===== config.mk =====
export PLATFORM = sky130hd
export DESIGN_NAME = oam_dma
export DESIGN_NICKNAME = d
export VERILOG_FILES = /design/src/rtl/oam_dma_pkg.sv /design/src/rtl/oam_dma.sv
export SDC_FILE = /design/constraint.sdc
export NUM_CORES = 1
export LEC_CHECK = 0
export CORE_MARGIN = 3
export CORE_UTILIZATION = 42
export DETAILED_ROUTE_END_ITERATION = 10
export GPL_TIMING_DRIVEN = 0
export PLACE_DENSITY = 0.92
export RECOVER_POWER = 50
export SETUP_SLACK_MARGIN = 0.2
export SYNTH_ARGS = -nofsm -noshare
export SYNTH_HDL_FRONTEND = slang
export SYNTH_SLANG_ARGS = --single-unit

===== constraint.sdc =====
create_clock -name clk -period 2.21 [get_ports clk]
set_clock_uncertainty 0.1 [all_clocks]
set_input_delay 0.442 -clock clk [delete_from_list [all_inputs] [get_ports clk]]
set_output_delay 0.442 -clock clk [all_outputs]
set_load 0.01 [all_outputs]

===== src/rtl/oam_dma_pkg.sv =====
// oam_dma_pkg: shared state type, register address and OAM size for the OAM DMA engine.
package oam_dma_pkg;
   typedef enum logic [1:0] {DMA_IDLE, DMA_START, DMA_XFER} dma_state_t;
   localparam logic [15:0] DMA_REG_ADDR = 16'hFF46;
   localparam int OAM_LEN = 160;
   // Pages E0h..FFh fold onto C0h..DFh (echo RAM).
   function automatic logic [15:0] src_base(input logic [7:0] page);
      logic [7:0] p;
      p = page >= 8'hE0 ? page - 8'h20 : page;
      return {p, 8'h00};
   endfunction
endpackage


===== src/rtl/oam_dma.sv =====
// oam_dma: copies 160 bytes from {page,00h} into OAM, owning the memory bus while active.
module oam_dma
   import oam_dma_pkg::*;
(
   input  logic        clk,
   input  logic        rst,
   input  logic [15:0] cpu_addr,
   input  logic [7:0]  cpu_d_out,
   input  logic        cpu_write,
   output logic [7:0]  cpu_d_in,
   output logic [15:0] mem_addr,
   output logic [7:0]  mem_d_out,
   output logic        mem_write,
   input  logic [7:0]  mem_d_in,
   output logic [7:0]  oam_addr,
   output logic [7:0]  oam_d,
   output logic        oam_we,
   output logic        dma_active
);
   dma_state_t state;
   logic [7:0] page, i, byte_q;
   logic reg_hit, reg_wr, last;
   assign reg_hit = cpu_addr == DMA_REG_ADDR;
   assign reg_wr = reg_hit && cpu_write;
   assign last = i == 8'(OAM_LEN - 1);
   assign mem_addr = dma_active ? src_base(page) + {8'h00, i} : cpu_addr;
   assign mem_d_out = dma_active ? 8'h00 : cpu_d_out;
   assign mem_write = !dma_active && cpu_write && !reg_hit;
   assign cpu_d_in = reg_hit ? page : dma_active ? 8'hFF : mem_d_in;
   assign oam_d = byte_q;
   // A restart only rewrites page/i/state; a read in flight still lands in OAM next cycle.
   always_ff @(posedge clk or posedge rst)
      if (rst) begin
         state <= DMA_IDLE;
         page <= '0;
         i <= '0;
         byte_q <= '0;
         oam_addr <= '0;
         oam_we <= 1'b0;
         dma_active <= 1'b0;
      end else begin
         oam_we <= state == DMA_XFER;
         if (state == DMA_XFER) begin
            byte_q <= mem_d_in;
            oam_addr <= i;
         end
         dma_active <= reg_wr || state != DMA_IDLE;
         if (reg_wr) begin
            page <= cpu_d_out;
            i <= '0;
            state <= DMA_START;
         end else if (state == DMA_START)
            state <= DMA_XFER;
         else if (state == DMA_XFER) begin
            i <= last ? '0 : i + 8'd1;
            state <= last ? DMA_IDLE : DMA_XFER;
         end
      end
endmodule


==> run_results.csv <==
group,metric,value,unit
power_and_ir_drop,pwr-share-clk,24.7,%
yosys,avgSynthCellArea,9.15,um2
power_and_ir_drop,power_switching,0.879,mW
yosys,synthCells,209,
worst_setup_path,end_kind,"primary output",
worst_setup_path,path_cells,"buf_6, nand4b_1, nor4_4, buf_4, buf_6, buf_6, nor3_2, a21oi_1, buf_2",
status,violations,"negative setup slack",
floorplan,placementRows,23,
clock_network,cts_made_buffers,5,
power_and_ir_drop,switching_share,33.7,%
yosys,yosys_warnings,0,
clock_network,cts_sinks,36,
drt,drcViolationCount,0,
drt,wl,8550,um
placement,dpl.cell_count,344,
drt,first_pass_iters,7,
worst_hold_path,hp-class,"flip-flop to flip-flop",
yosys,yosys.area.top_type_share,47.1,%
worst_setup_path,crit_top_cell,"buf_6",
timing,finalHoldViolations,0,
worst_setup_path,critical-path-max-stage-delay,370,ps
global_route,track_usage,28.4,%
placement,gp_congestion,0.867,
timing,fin_tns_setup,-1460,ps
timing,rsz0062_at_grt,"true",
status,outcome,"complete, but fails checks",
floorplan,initial_core_util,45.5,%
power_and_ir_drop,leakagePower,1.56,nW
clock_network,cts.clk_slew.worst_paths,70,ps
drt,drt_iter0_drc,243,
worst_setup_path,start_kind,"input port",
layout,area_delta_synth_final,68.7,%
power_and_ir_drop,p_int,1.73,mW
worst_setup_path,cp_slowest_cell,"nor4_4",
layout,antenna_cells,0,
drt,antenna_violating_nets_post_route,0,
clock_network,insertion_delay,300,ps
worst_setup_path,r2r_cells,6,
clock_network,cts_buffer_depth,2,
timing,post-route-period-util,110,%
worst_setup_path,cp_max_fo,3,
job,maxCapViolCount,0,
drt,num_vias,2277,
yosys,synth_area_leaders,"dfrtp_1 47%, nand2_1 10%, mux2_2 8.2%",
global_route,grt_max_degree,37,
global_route,grt_pass1_vias,2210,
worst_setup_path,crit_type,"input port to primary output",
layout,nNetsFinal,360,
timing,tightest_slew,1410,ps
power_and_ir_drop,combPwrFrac,37.4,%
yosys,synth-seq-cells,36,
global_route,grt_first_pass_wirelength,11600,um
drt,via_per_inst,6.09,
worst_setup_path,crit_arrival,1890,ps
global_route,antenna_found_initial,1,
placement,dp_hpwl,4620,um
clock_network,cts_max_level,2,
clock_network,cts_tree,"done",
layout,layout.cells.non_filler,374,
timing,fin_crit,2430,ps
power_and_ir_drop,total_power,2.61,mW
floorplan,die_h,73.5,um
power_and_ir_drop,p_per_area,809,nW/um2
yosys,synth_nets,246,
layout,finish.utilization,76.7,%
power_and_ir_drop,sequentialPowerShare,37.9,%
timing,relSlewSlack,5.87,%
floorplan,die-area,5400,um2
yosys,yosysSeqAreaShare,47.1,%
worst_setup_path,cp_data_required_time,1670,ps
power_and_ir_drop,ir_drop,0.000603,V
floorplan,core,4200,um2
yosys,synth_area,1910,um2
drt,wire_per_inst,22.9,um
timing,slew_violations,0,
floorplan,io_pins,86,
yosys,yosysTopAreaCell,"dfrtp_1",
timing,setup_violations,9,
layout,nFillCells,236,
layout,drive_gt1_share,33.0,%
placement,portBuffers,85,
timing,timing.fmax,411,MHz
floorplan,die_w,73.5,um
worst_hold_path,whs_path_depth,2,
global_route,overflow,0,
timing,setup_slack,-224,ps
timing,hold_slack,380,ps
clock_network,cts-root-buf,"clkbuf_8",
yosys,ys_types,34,
[path summary, 6_finish.rpt]
path	start	endpoint	slack [ps]
worst min-delay path	oam_addr[2]	oam_addr[2]	380
worst min register to register	oam_addr[2]	oam_addr[2]	380
max in group asynchronous	rst	i[1]	390
worst max register to register	state[0]	oam_d[2]	160
worst max-delay path	cpu_addr[3]	cpu_d_in[5]	-220
min in group asynchronous	rst	oam_d[7]	780
[synth_stat cells (all sizes together)]
master,number
nand2,51
nand4b,1
o21ai,4
a21o,1
a31oi,1
nor3,9
and3,1
nor4,2
a41oi,1
inv,12
nand2b,2
and2,1
nand4,4
nor2,12
mux2i,2
a22oi,1
ha,2
mux2,20
a21oi,10
dfrtp,36
or3,1
nor2b,8
o31a,1
o211ai,2
nor3b,1
xor2,3
nand4bb,2
buf,7
clkbuf,5
nand3,6
[power by group through the flow]
stage	registers, mW	logic, mW	clock network, mW
3_5_place_dp	0.986	0.927	0
4_1_cts	0.977	0.938	0.636
6_report	0.989	0.976	0.643
5_1_grt	1.01	1.05	0.677
2_1_floorplan	0.982	0.398	0
3_3_place_gp	0.987	0.903	0
[layout by cell type, fill, tap and decap left out, types with 8 or more instances in the layout]
| cell type | n |
|---|---|
| buf_2 | 18 |
| buf_4 | 17 |
| buf_6 | 19 |
| clkbuf_2 | 8 |
| clkbuf_8 | 8 |
| clkdlybuf4s50_1 | 35 |
| dfrtp_1 | 36 |
| inv_1 | 10 |
| mux2_4 | 8 |
| nand2_1 | 51 |
| nor2_1 | 12 |
[registers in the layout, indices dropped and copies added, names as in the netlist]
name        cells
dma_active      1
i               8
oam_addr        8
oam_d           8
oam_we          1
page            8
state           2
[cell type report]
type | instances | area, um2 | area share [%]
buffer | 12 | 104 | 3.22
clock buffer | 7 | 96.3 | 2.99
clock inverter | 1 | 30.0 | 0.931
inverter | 12 | 45.0 | 1.40
multi-input combinational | 149 | 1030 | 31.9
sequential | 36 | 901 | 27.9
tap | 50 | 62.6 | 1.94
timing repair buffer | 107 | 956 | 29.6
[stage by stage]
stage,area (um2),setup slack [ps]
2_1_floorplan,1910,272
3_3_place_gp,2830,-907
3_5_place_dp,2830,-1000
4_1_cts,3130,-118
5_1_grt,3220,-275
6_report,3220,-224
[logic make-up after synthesis]
family	share of synthesized area [%]
XOR/XNOR	1.37
multiplexers	12.8
AND/OR/NAND/NOR	24.5
buffers and inverters	5.96
AO/OA/AOI/OAI	6.87
adder cells (fa/ha/maj)	1.31
flip-flops	47.1
[what timing repair did]
action | CTS | global route
hold endpoints to repair | 0 | 0
hold buffers | 0 | 0
setup buffers | 12 | 7
setup endpoints to repair | 49 | 31
pin swaps | 7 | 3
gates resized for setup | 181 | 37
gates cloned | 3 | 0
[worst max-delay path, delay by kind of cell]
kind	cells	cell delay, ps
buffers and inverters	5	660
AND/OR/NAND/NOR	3	630
AO/OA/AOI/OAI	1	160
[metal layers]
| metal | wire, um | part of all wire [%] | global-route usage (%) | vias up |
|---|---|---|---|---|
| li1 | - | - | - | 928 |
| met1 | 3000 | 35 | 33.4 | 1086 |
| met2 | 4020 | 47 | 49.4 | 206 |
| met3 | 1070 | 12 | 8.21 | 55 |
| met4 | 441 | 5.2 | 9.05 | 2 |
| met5 | 17 | 0.20 | 0 | - |
Note: power is estimated with default switching activity, not from simulation.
